## src/rtl/address_mux_scheduler_if.sv

```systemverilog
// address_mux_scheduler_if: request/burst/stall inputs and mux-select/grant outputs of the scheduler
interface address_mux_scheduler_if #(
    parameter int BURST_W = 8
);
    logic [2:0]         req;
    logic [BURST_W-1:0] len0;
    logic [BURST_W-1:0] len1;
    logic [BURST_W-1:0] len2;
    logic               stall;
    logic [1:0]         sel;
    logic [2:0]         gnt;
    logic               beat_valid;
    logic [BURST_W-1:0] beat_cnt;
    logic [2:0]         burst_done;
    logic               busy;
    modport master (
        output req, len0, len1, len2, stall,
        input  sel, gnt, beat_valid, beat_cnt, burst_done, busy
    );
    modport slave (
        input  req, len0, len1, len2, stall,
        output sel, gnt, beat_valid, beat_cnt, burst_done, busy
    );
endinterface

```

## src/rtl/address_mux_scheduler.sv

```systemverilog
// address_mux_scheduler: round-robin burst scheduler driving a 3-source address mux select
module address_mux_scheduler #(
    parameter int BURST_W    = 8,
    parameter int array_size = 9
) (
    input  logic                  clk,
    input  logic                  reset,
    address_mux_scheduler_if.slave bus
);
    localparam logic [1:0] IDLE  = 2'd0;
    localparam logic [1:0] BURST = 2'd1;
    localparam logic [1:0] GAP   = 2'd2;

    if (array_size < 1) begin : g_bad_array_size
        $error("array_size must be at least 1");
    end

    logic [1:0]         state_q, state_d;
    logic [1:0]         sel_q, sel_d;
    logic [1:0]         last_q, last_d;
    logic [2:0]         gnt_q, gnt_d;
    logic [BURST_W-1:0] cnt_q, cnt_d;
    logic [BURST_W-1:0] len_q, len_d;
    logic [1:0]         c0, c1, win;
    logic [BURST_W-1:0] win_len;
    logic               last_beat, bv;

    function automatic logic [1:0] nxt(input logic [1:0] x);
        return (x == 2'd2) ? 2'd0 : x + 2'd1;
    endfunction

    // search order starts just after the last winner; the last winner itself is tried last
    assign c0        = nxt(last_q);
    assign c1        = nxt(c0);
    assign win       = bus.req[c0] ? c0 : bus.req[c1] ? c1 : last_q;
    assign win_len   = (win == 2'd0) ? bus.len0 : (win == 2'd1) ? bus.len1 : bus.len2;
    assign last_beat = (cnt_q == len_q - BURST_W'(1));
    assign bv        = (state_q == BURST) & ~bus.stall;

    assign bus.sel        = sel_q;
    assign bus.gnt        = gnt_q;
    assign bus.beat_cnt   = cnt_q;
    assign bus.busy       = (state_q != IDLE);
    assign bus.beat_valid = bv;
    assign bus.burst_done = gnt_q & {3{bv & last_beat}};

    // grant in IDLE, advance beats while unstalled, single GAP cycle after each burst
    always_comb begin
        state_d = state_q;
        sel_d   = sel_q;
        gnt_d   = gnt_q;
        cnt_d   = cnt_q;
        len_d   = len_q;
        last_d  = last_q;
        if (state_q == IDLE && |bus.req) begin
            state_d = BURST;
            sel_d   = win;
            gnt_d   = 3'b001 << win;
            len_d   = (win_len == '0) ? BURST_W'(1) : win_len;
            last_d  = win;
            cnt_d   = '0;
        end else if (state_q == BURST && !bus.stall) begin
            cnt_d   = last_beat ? '0 : cnt_q + BURST_W'(1);
            state_d = last_beat ? GAP : BURST;
            sel_d   = last_beat ? 2'b11 : sel_q;
            gnt_d   = last_beat ? 3'b000 : gnt_q;
        end else if (state_q != IDLE && state_q != BURST) begin
            state_d = IDLE;
            sel_d   = 2'b11;
            gnt_d   = 3'b000;
        end
    end

    // state registers; reset abandons any burst and gives requester 0 top priority
    always_ff @(posedge clk) begin
        if (reset) begin
            state_q <= IDLE;
            sel_q   <= 2'b11;
            gnt_q   <= 3'b000;
            cnt_q   <= '0;
            len_q   <= BURST_W'(1);
            last_q  <= 2'd2;
        end else begin
            state_q <= state_d;
            sel_q   <= sel_d;
            gnt_q   <= gnt_d;
            cnt_q   <= cnt_d;
            len_q   <= len_d;
            last_q  <= last_d;
        end
    end
endmodule

```

## src/flat_wrapper.sv

```systemverilog
// flat-port wrapper written by rule: the top's interface ports become plain ports
module address_mux_scheduler_flat 
#(
    parameter int BURST_W    = 8,
    parameter int array_size = 9
)
  (clk, reset, bus_req, bus_len0, bus_len1, bus_len2, bus_stall, bus_sel, bus_gnt, bus_beat_valid, bus_beat_cnt, bus_burst_done, bus_busy);
  address_mux_scheduler_if #(.BURST_W(BURST_W)) bus_i ();
  input  logic clk;
  input  logic reset;
  input wire logic [$bits(bus_i.req)-1:0] bus_req;
  input wire logic [$bits(bus_i.len0)-1:0] bus_len0;
  input wire logic [$bits(bus_i.len1)-1:0] bus_len1;
  input wire logic [$bits(bus_i.len2)-1:0] bus_len2;
  input wire logic [$bits(bus_i.stall)-1:0] bus_stall;
  output wire logic [$bits(bus_i.sel)-1:0] bus_sel;
  output wire logic [$bits(bus_i.gnt)-1:0] bus_gnt;
  output wire logic [$bits(bus_i.beat_valid)-1:0] bus_beat_valid;
  output wire logic [$bits(bus_i.beat_cnt)-1:0] bus_beat_cnt;
  output wire logic [$bits(bus_i.burst_done)-1:0] bus_burst_done;
  output wire logic [$bits(bus_i.busy)-1:0] bus_busy;
  assign bus_i.req = bus_req;
  assign bus_i.len0 = bus_len0;
  assign bus_i.len1 = bus_len1;
  assign bus_i.len2 = bus_len2;
  assign bus_i.stall = bus_stall;
  assign bus_sel = bus_i.sel;
  assign bus_gnt = bus_i.gnt;
  assign bus_beat_valid = bus_i.beat_valid;
  assign bus_beat_cnt = bus_i.beat_cnt;
  assign bus_burst_done = bus_i.burst_done;
  assign bus_busy = bus_i.busy;
  address_mux_scheduler #(.BURST_W(BURST_W), .array_size(array_size)) u_core (.clk(clk), .reset(reset), .bus(bus_i));
endmodule
```

## config.mk

```make
export PLATFORM = sky130hd
export DESIGN_NAME = address_mux_scheduler_flat
export DESIGN_NICKNAME = d
export VERILOG_FILES = /design/src/rtl/address_mux_scheduler_if.sv /design/src/rtl/address_mux_scheduler.sv /design/src/flat_wrapper.sv
export SDC_FILE = /design/constraint.sdc
export NUM_CORES = 1
export LEC_CHECK = 0
export ABC_AREA = 1
export CORE_MARGIN = 3
export CORE_UTILIZATION = 35
export CTS_CLUSTER_DIAMETER = 30
export DETAILED_ROUTE_END_ITERATION = 16
export PLACE_DENSITY = 0.63
export SYNTH_ARGS = -nofsm -noshare
export SYNTH_HDL_FRONTEND = slang
export SYNTH_SLANG_ARGS = --single-unit
```

## constraint.sdc

```tcl
create_clock -name clk -period 6.1 [get_ports clk]
set_input_delay 1.22 -clock clk [delete_from_list [all_inputs] [get_ports clk]]
set_output_delay 1.22 -clock clk [all_outputs]
set_load 0.03 [all_outputs]
```

==> impl_metrics.env, run 1 <==
export IMPL_grt_pass1_vias=1534
export IMPL_synth_seq_cells=25
export IMPL_arrival_ns=3.25
export IMPL_p_switching_mw=0.207
export IMPL_worstMarginPinSlew_ns=0.500
export IMPL_overflow=0
export IMPL_yosysSeqAreaShare_pct=31.9
export IMPL_netlist_top_cells_count="46 x nand2_1, 35 x inv_1, 30 x nor2_1"
export IMPL_antenna_found_initial=0
export IMPL_p_int_mw=0.320
export IMPL_yosysMostFrequentCell="nand2_1"
export IMPL_status="finished, final reports clean"
export IMPL_yosys_warnings=0
export IMPL_cts_buffers_inserted=3
export IMPL_crit_fanout=5
export IMPL_num_nets_final=310
export IMPL_max_freq_mhz=224
export IMPL_num_vias=1592
export IMPL_path_common_cell="clkdlybuf4s50_1"
export IMPL_setup_viol=0
export IMPL_grt_use_total_pct=15.8
export IMPL_cts_tree="done"
export IMPL_postCtsHoldBufs=0
export IMPL_rsz0062_at_grt="false"
export IMPL_pwr_share_seq_pct=38.1
export IMPL_n_antenna_cell=0
export IMPL_path_clk_slew_ns=0.09
export IMPL_drive_above_1_share_pct=6.86
export IMPL_finalClockSkew_ns=0.00456
export IMPL_first_iter_violations=84
export IMPL_drt_total_wl_mm=3.89
export IMPL_grtUsageMet1_pct=20.6
export IMPL_hpwlAfterDp_mm=3.19
export IMPL_fin_util_pct=51.4
export IMPL_grt_first_pass_wirelength_mm=6.69
export IMPL_combPwrFrac_pct=43.1
export IMPL_syn_inst=228
export IMPL_initial_core_util_pct=37.8
export IMPL_setup_tns_final_ns=0
export IMPL_grt_start_max_net_pins=16
export IMPL_r2r_slack_ns=3.93
export IMPL_async_flop_share_pct=0
export IMPL_final_period_utilization_pct=73.3
export IMPL_cpPeakStageDelay_ns=0.67
export IMPL_synth_edf_count=0
export IMPL_critPathTopFamily="buffers and inverters"
export IMPL_first_pass_iters=4
export IMPL_dp_cells=323
export IMPL_cts_resized_gates=0
export IMPL_global_route_peak_usage_layer="met2"
export IMPL_critical_path_slowest_cell="clkdlybuf4s50_1"
export IMPL_yosysTopAreaCellShare_pct=31.9
export IMPL_vias_per_cell=4.87
export IMPL_final_cells=327
export IMPL_swShare_pct=39.3
export IMPL_met3_usage_pct=3.86
export IMPL_clock_sinks=25
export IMPL_worstSetupPathType="in2out"
export IMPL_io_buffers=47
export IMPL_p_clk_share_pct=18.7
export IMPL_core_um2=4140
export IMPL_slew_violations=0
export IMPL_crit_chain="clkdlybuf4s50_1, nor3_2, inv_1, or2_2, nor2_1, clkdlybuf4s50_1"
export IMPL_synth_area_leader_cell="dfxtp_1"
export IMPL_io_pins=48
export IMPL_htree_levels=1
export IMPL_required_ns=4.88
export IMPL_gp_congestion=0.783
export IMPL_cp_end_kind="primary output"
export IMPL_synthesis_nets=260
export IMPL_use_met2_pct=26.6
export IMPL_ys_types=36
export IMPL_num_rows=23
export IMPL_synth_area_um2=1570
export IMPL_hold_viol_final=0
export IMPL_area_delta_synth_final_pct=35.9
export IMPL_ant_nets=0
export IMPL_dieArea_um2=5310
export IMPL_synthFlopType="dfxtp_1"
export IMPL_crit_buf_inv=3
export IMPL_cp_start_kind="input port"
export IMPL_hold_class="reg2reg"
export IMPL_irDropWorstVdd_mv=0.152
export IMPL_maxCapViolations=0
export IMPL_fin_crit_ns=4.47
export IMPL_root_buffer="clkbuf_8"
export IMPL_drcViolationCount=0
export IMPL_fp_dieH_um=72.9
export IMPL_die_x_um=72.9
export IMPL_clock_path_buffers=2
export IMPL_avgRoutedWirePerCell_um=11.9
export IMPL_p_leak_nw=0.916
export IMPL_synth_area_per_cell_um2=6.87
export IMPL_power_density_nw_per_um2=248
export IMPL_synth_area_leaders="dfxtp_1 32%, nand2_1 11%, inv_1 8.4%"
export IMPL_post_cts_buffers=0
export IMPL_slew_headroom_pct=66.5
export IMPL_clk_latency_ns=0.27
export IMPL_holdWs_ns=0.481
-- path summary, 6_finish.rpt --
path	cells after the start	start	endpoint
worst max-delay path	6	bus_stall	bus_burst_done[0]
worst min-delay path	2	u_core.bus.sel[0]$_SDFFE_PP1P_	u_core.bus.sel[0]$_SDFFE_PP1P_
worst min register to register	2	u_core.bus.sel[0]$_SDFFE_PP1P_	u_core.bus.sel[0]$_SDFFE_PP1P_
worst max register to register	11	u_core.len_q[0]$_SDFFE_PP1P_	u_core.bus.beat_cnt[3]$_SDFFE_PP0P_
-- kinds of logic after synthesis --
kind of cell               share of synthesized area (%)
and+or+nand+nor                                     37.5
adders and majority gates                           1.60
DFF                                                 31.9
xor gates and xnor gates                            6.71
buffers and inverters                               9.66
AOI/OAI and AO/OA                                   12.6
-- metrics by stage --
stage          power (mW)  instance area [um^2]  setup slack (ns)
3_5_place_dp        0.434                  2080              1.63
2_1_floorplan       0.365                  1570              2.16
4_1_cts             0.534                  2130              1.62
6_report            0.528                  2130              1.63
3_3_place_gp        0.432                  2080              1.66
5_1_grt             0.570                  2130              1.45
-- power by group through the flow --
stage / sequential, mW / combinational [mW] / clock [mW]
global placement: 0.205 / 0.227 / 0
finish: 0.201 / 0.228 / 0.0988
floorplan: 0.213 / 0.153 / 0
global route: 0.205 / 0.257 / 0.108
CTS: 0.202 / 0.229 / 0.103
detailed placement: 0.205 / 0.228 / 0
-- layout make-up --
cell class	instances	area, um^2
Timing Repair Buffer	47	470
Multi-Input combinational cell	165	915
Tap cell	50	62.6
Clock buffer	3	41.3
Clock inverter	1	5.00
Sequential cell	25	500
Fill cell	435	2010
Inverter	36	135
-- routing by layer --
metal | part of all wire (%) | wire, um
met1 | 47 | 1820
met2 | 49 | 1890
met3 | 4.0 | 156
met4 | 0.49 | 19
met5 | 0 | 0
-- sequential cells by signal (all words and copies together) (netlist names) --
signal,count
u_core.len_q,8
u_core.last_q,2
u_core.state_q,2
u_core.bus.sel,2
u_core.bus.gnt,3
u_core.bus.beat_cnt,8
-- cell usage in the layout, fill, tap and decap left out, drive strengths merged --
| cell | synthesis | routed |
|---|---|---|
| o221ai | 1 | 1 |
| xor2 | 9 | 9 |
| a211oi | 1 | 1 |
| o22ai | 3 | 3 |
| inv | 36 | 36 |
| nand2 | 49 | 49 |
| nand3 | 22 | 22 |
| xnor2 | 3 | 3 |
| or2 | 2 | 2 |
| nand3b | 4 | 4 |
| nor2 | 33 | 33 |
| o21ai | 4 | 4 |
| o211ai | 1 | 1 |
| ha | 2 | 2 |
| nor3 | 6 | 6 |
| a22oi | 1 | 1 |
| a21oi | 13 | 13 |
| dfxtp | 25 | 25 |
| clkinv | 0 | 1 |
| nand4 | 6 | 6 |
| a22o | 3 | 3 |
| clkbuf | 0 | 3 |
| clkdlybuf4s50 | 0 | 47 |
| a31oi | 1 | 1 |
| a21boi | 1 | 1 |
-- worst reg2reg max path, stage by stage, from the launching register on --
cell,delay [ns]
dfxtp_1,0.37
inv_1,0.07
ha_1,0.30
nand2_1,0.07
inv_1,0.03
nor3_1,0.19
o221ai_1,0.14
nor2_1,0.10
nand4_1,0.15
or2_2,0.37
nand2_1,0.21
a21oi_1,0.07
Note: power is estimated with default switching activity, not from simulation.
==> run 2, diff against run 1 <==
--- a/config.mk
+++ b/config.mk
@@ -10,7 +10,7 @@
 export CORE_UTILIZATION = 35
 export CTS_CLUSTER_DIAMETER = 30
 export DETAILED_ROUTE_END_ITERATION = 16
-export PLACE_DENSITY = 0.63
+export PLACE_DENSITY = 0.65
 export SYNTH_ARGS = -nofsm -noshare
 export SYNTH_HDL_FRONTEND = slang
 export SYNTH_SLANG_ARGS = --single-unit
==> constraint.sdc (replaced) <==
create_clock -name clk -period 3.9 [get_ports clk]
set_input_delay 0.78 -clock clk [delete_from_list [all_inputs] [get_ports clk]]
set_output_delay 0.78 -clock clk [all_outputs]
set_load 0.03 [all_outputs]
==> impl_metrics.env, run 2 (synthesized netlist as in run 1, its figures left out) <==
export IMPL_cp_start_kind="register"
export IMPL_drt_total_wl_mm=3.94
export IMPL_drcViolationCount=0
export IMPL_holdWs_ns=0.478
export IMPL_whs_path_depth=2
export IMPL_hp_start="u_core.bus.sel[0]$_SDFFE_PP1P_"
export IMPL_layout_commonest_cell="clkdlybuf4s50_1"
export IMPL_worstSetupPathType="reg2out"
export IMPL_required_ns=3.12
export IMPL_hold_viol_final=0
export IMPL_arrival_ns=2.83
export IMPL_hold_class="reg2reg"
export IMPL_max_freq_mhz=277
export IMPL_first_iter_violations=77
export IMPL_clock_sinks=25
export IMPL_io_buffers=47
export IMPL_num_nets_final=311
export IMPL_path_clk_slew_ns=0.09
export IMPL_num_rows=23
export IMPL_core_um2=4140
export IMPL_maxCapViolations=0
export IMPL_final_period_utilization_pct=92.5
export IMPL_htree_levels=1
export IMPL_initial_core_util_pct=37.8
export IMPL_p_leak_nw=0.917
export IMPL_setup_viol=0
export IMPL_grt_use_total_pct=15.6
export IMPL_clk_latency_ns=0.27
export IMPL_status="finished, final reports clean"
export IMPL_ant_nets=0
export IMPL_grt_start_max_net_pins=16
export IMPL_fin_crit_ns=3.61
export IMPL_r2r_end="u_core.bus.beat_cnt[4]$_SDFFE_PP0P_"
export IMPL_gp_congestion=0.775
export IMPL_overflow=0
export IMPL_cts_tree="done"
export IMPL_slew_headroom_pct=65.6
export IMPL_hpwlAfterDp_mm=3.24
export IMPL_rsz0062_at_grt="false"
export IMPL_die_x_um=72.9
export IMPL_root_buffer="clkbuf_8"
export IMPL_r2r_slack_ns=1.74
export IMPL_worstReg2RegStart="u_core.len_q[0]$_SDFFE_PP1P_"
export IMPL_clock_path_buffers=2
export IMPL_cpPeakStageDelay_ns=0.67
export IMPL_avgRoutedWirePerCell_um=12.0
export IMPL_fp_dieH_um=72.9
export IMPL_power_density_nw_per_um2=390
export IMPL_antenna_found_initial=0
export IMPL_dieArea_um2=5310
export IMPL_critical_path_slowest_cell="clkdlybuf4s50_1"
export IMPL_num_vias=1570
export IMPL_layout_common_cells="47 x clkdlybuf4s50_1, 46 x nand2_1, 35 x inv_1"
export IMPL_crit_chain="inv_1, ha_1, nand2_1, inv_1, nor3_1, o221ai_1, nor2_1, nand4_1, or2_2, nor2_1, clkdlybuf4s50_1"
export IMPL_hold_end="u_core.bus.sel[0]$_SDFFE_PP1P_"
export IMPL_cts_resized_gates=0
export IMPL_setup_tns_final_ns=0
export IMPL_fill_cells=451
export IMPL_post_cts_buffers=0
export IMPL_area_delta_synth_final_pct=36.6
export IMPL_slew_violations=0
export IMPL_finalPower_mw=0.834
export IMPL_io_pins=48
export IMPL_n_antenna_cell=0
export IMPL_cp_end_kind="primary output"
export IMPL_irDropWorstVdd_mv=0.223
export IMPL_finalClockSkew_ns=0.00128
export IMPL_vias_per_cell=4.79
export IMPL_first_pass_iters=4
export IMPL_crit_fanout=5
export IMPL_postCtsHoldBufs=0
export IMPL_reg2reg_depth=11
export IMPL_grt_pass1_vias=1546
export IMPL_cts_buffers_inserted=3
export IMPL_worstMarginPinSlew_ns=0.514
export IMPL_drive_above_1_share_pct=7.19
export IMPL_grt_first_pass_wirelength_mm=6.66
run 2: changes by cell type in the layout (fill, tap and decap cells not counted):
cell / before / now
buf_4: 0 / 1
clkinv_2: 1 / 0
clkinvlp_4: 0 / 1
run 2: power breakdown:
group          leakage [nW]  internal [mW]  switching [mW]  total [mW]
clock                0.0217         0.0723          0.0853       0.158
sequential            0.205          0.286          0.0310       0.317
combinational         0.690          0.145           0.215       0.359
total                 0.917          0.503           0.331       0.834
run 2: layout make-up:
class	instances	area [um^2]	area share [%]
Multi-Input combinational cell	165	915	42.7
Sequential cell	25	500	23.4
Timing Repair Buffer	48	478	22.3
Inverter	36	135	6.32
Tap cell	50	62.6	2.92
Clock buffer	3	41.3	1.93
Clock inverter	1	7.51	0.351
run 2: worst max-delay path by stage:
stage / from / end / slack, ns / cells past startpoint
2_1_floorplan: bus_stall / bus_burst_done[0] / 0.84 / 4
3_3_place_gp: bus_stall / bus_burst_done[2] / 0.52 / 6
3_5_place_dp: bus_stall / bus_burst_done[0] / 0.48 / 6
4_1_cts: u_core.len_q[0]$_SDFFE_PP1P_ / bus_burst_done[0] / 0.29 / 11
5_1_grt: u_core.len_q[0]$_SDFFE_PP1P_ / bus_burst_done[2] / 0.03 / 11
6_report: u_core.len_q[0]$_SDFFE_PP1P_ / bus_burst_done[2] / 0.29 / 11
run 2: worst max-delay path, delay by kind of cell, from the launching register on:
kind | cells | cell delay (ns)
simple gates | 6 | 0.98
buf+inv | 3 | 0.78
flops | 1 | 0.37
fa+ha+maj | 1 | 0.30
compound gates | 1 | 0.13
run 2: per-stage QoR:
step           utilization [%]  setup slack (ns)  instances  cell area (um^2)
2_1_floorplan                -             0.836        228              1570
3_3_place_gp              50.5             0.516        324              2090
3_5_place_dp              50.5             0.479        324              2090
4_1_cts                   51.6             0.292        328              2140
5_1_grt                   51.6            0.0262        328              2140
6_report                  51.6             0.291        328              2140
run 2: routing by layer:
layer  wire length (um)  GRT usage (%)  vias up
met4                 23           3.69        0
met1               1930           21.4      704
met3                137           2.75        2
li1                   -              -      838
met5                  0              0        -
met2               1850           25.5       26
==> run 3, diff against run 2 <==
--- a/config.mk
+++ b/config.mk
@@ -6,6 +6,7 @@
 export NUM_CORES = 1
 export LEC_CHECK = 0
 export ABC_AREA = 1
+export CAP_MARGIN = 20
 export CORE_MARGIN = 3
 export CORE_UTILIZATION = 35
 export CTS_CLUSTER_DIAMETER = 30
==> constraint.sdc (replaced) <==
create_clock -name clk -period 3 [get_ports clk]
set_input_delay 0.6 -clock clk [delete_from_list [all_inputs] [get_ports clk]]
set_output_delay 0.6 -clock clk [all_outputs]
set_load 0.03 [all_outputs]
==> impl_metrics.env, run 3 (synthesized netlist as in run 1, its figures left out) <==
export IMPL_status="finished, final reports clean"
export IMPL_vias_per_cell=4.76
export IMPL_arrival_ns=2.17
export IMPL_first_pass_iters=4
export IMPL_clock_path_buffers=2
export IMPL_cp_end_kind="primary output"
export IMPL_setup_viol=0
export IMPL_grt_start_max_net_pins=14
export IMPL_worstMarginPinSlew_ns=0.472
export IMPL_fin_crit_ns=2.77
export IMPL_placed_area_um2=2100
export IMPL_cp_start_kind="register"
export IMPL_power_density_nw_per_um2=505
export IMPL_rsz0062_at_grt="false"
export IMPL_combPwrFrac_pct=43.7
export IMPL_grt_pass1_vias=1486
export IMPL_required_ns=2.40
export IMPL_core_um2=4140
export IMPL_io_buffers=47
export IMPL_num_vias=1572
export IMPL_setup_tns_final_ns=0
export IMPL_avgRoutedWirePerCell_um=12.0
export IMPL_fin_util_pct=52.0
export IMPL_p_leak_nw=0.936
export IMPL_max_freq_mhz=361
export IMPL_postCtsHoldBufs=0
export IMPL_swShare_pct=39.2
export IMPL_n_antenna_cell=0
export IMPL_p_switching_mw=0.426
export IMPL_worst_slack_ns=0.229
export IMPL_ant_nets=0
export IMPL_slew_violations=0
export IMPL_finalClockSkew_ns=0.00457
export IMPL_cts_buffers_inserted=3
export IMPL_crit_fanout=5
export IMPL_num_rows=23
export IMPL_clock_sinks=25
export IMPL_p_clk_share_pct=18.3
export IMPL_global_route_peak_usage_layer="met2"
export IMPL_clk_latency_ns=0.27
export IMPL_cts_tree="done"
export IMPL_final_period_utilization_pct=92.4
export IMPL_gp_congestion=0.813
export IMPL_met3_usage_pct=3.58
export IMPL_dpl_worst_slack_ns=0.382
export IMPL_drive_above_1_share_pct=9.64
export IMPL_slew_headroom_pct=68.4
export IMPL_root_buffer="clkbuf_8"
export IMPL_hpwlAfterDp_mm=3.22
export IMPL_use_met2_pct=24.3
export IMPL_overflow=0
export IMPL_drt_total_wl_mm=3.98
export IMPL_grtUsageMet1_pct=21.9
export IMPL_io_pins=48
export IMPL_path_clk_slew_ns=0.09
export IMPL_dieArea_um2=5310
export IMPL_antenna_found_initial=0
export IMPL_maxCapViolations=0
export IMPL_pwr_share_seq_pct=38.0
export IMPL_die_x_um=72.9
export IMPL_first_iter_violations=95
export IMPL_grt_first_pass_wirelength_mm=6.56
export IMPL_worstSetupPathType="reg2out"
export IMPL_grt_use_total_pct=15.5
export IMPL_irDropWorstVdd_mv=0.267
export IMPL_layout_common_cells="46 x nand2_1, 44 x clkdlybuf4s50_1, 35 x inv_1"
export IMPL_drcViolationCount=0
export IMPL_stdcell_area_um2=2150
export IMPL_area_delta_synth_final_pct=37.5
export IMPL_initial_core_util_pct=37.8
export IMPL_layout_commonest_cell="nand2_1"
export IMPL_hold_viol_final=0
export IMPL_fp_dieH_um=72.9
export IMPL_num_nets_final=313
export IMPL_p_int_mw=0.662
export IMPL_hold_class="reg2reg"
export IMPL_htree_levels=1
[run 3: repair_timing]
action	in CTS	in global routing
resized for setup	0	4
setup buffers	0	0
endpoints found under the setup margin	0	3
[run 3: layout make-up]
cell class / instances / area [um^2]
flip-flops and latches: 25 / 502
fillers: 434 / 1990
clock buffers: 4 / 45.0
multi-input cells: 165 / 925
inverters: 36 / 135
well taps: 50 / 62.6
repair buffers: 50 / 485
[run 3: metal layers]
metal | wire, um | share of wire [%]
met5 | 0 | 0
met4 | 17 | 0.43
met3 | 156 | 3.9
met2 | 1840 | 46
met1 | 1960 | 49
[run 3: path summary, 6_finish.rpt]
| check | cells after the start | to | startpoint | slack (ns) |
|---|---|---|---|---|
| max | 9 | bus_burst_done[2] | u_core.len_q[0]$_SDFFE_PP1P_ | 0.23 |
| min | 2 | u_core.bus.sel[0]$_SDFFE_PP1P_ | u_core.bus.sel[0]$_SDFFE_PP1P_ | 0.48 |
| max reg2reg | 9 | u_core.bus.beat_cnt[7]$_SDFFE_PP0P_ | u_core.len_q[0]$_SDFFE_PP1P_ | 0.98 |
| min reg2reg | 2 | u_core.bus.sel[0]$_SDFFE_PP1P_ | u_core.bus.sel[0]$_SDFFE_PP1P_ | 0.48 |
[run 3: worst max-delay path: stages, from the launching register on]
cell	delay [ns]
dfxtp_2	0.36
inv_1	0.06
ha_1	0.21
xor2_1	0.18
nor2_1	0.06
a211oi_1	0.28
nand4_1	0.19
or2_4	0.31
nor2_1	0.09
buf_4	0.16
[run 3: power by group through the flow]
stage	registers, mW	clock network [mW]	logic (mW)
3_3_place_gp	0.420	0	0.468
5_1_grt	0.419	0.222	0.534
2_1_floorplan	0.433	0	0.310
4_1_cts	0.412	0.207	0.471
6_report	0.413	0.200	0.475
3_5_place_dp	0.419	0	0.468
[run 3: metrics by stage]
| step | total power [mW] | hold slack, ns | cells |
|---|---|---|---|
| after floorplan | 0.743 | 0.470 | 228 |
| after global placement | 0.888 | 0.457 | 326 |
| after detailed placement | 0.887 | 0.458 | 326 |
| after CTS | 1.09 | 0.488 | 330 |
| after global routing | 1.17 | 0.526 | 330 |
| final | 1.09 | 0.480 | 330 |
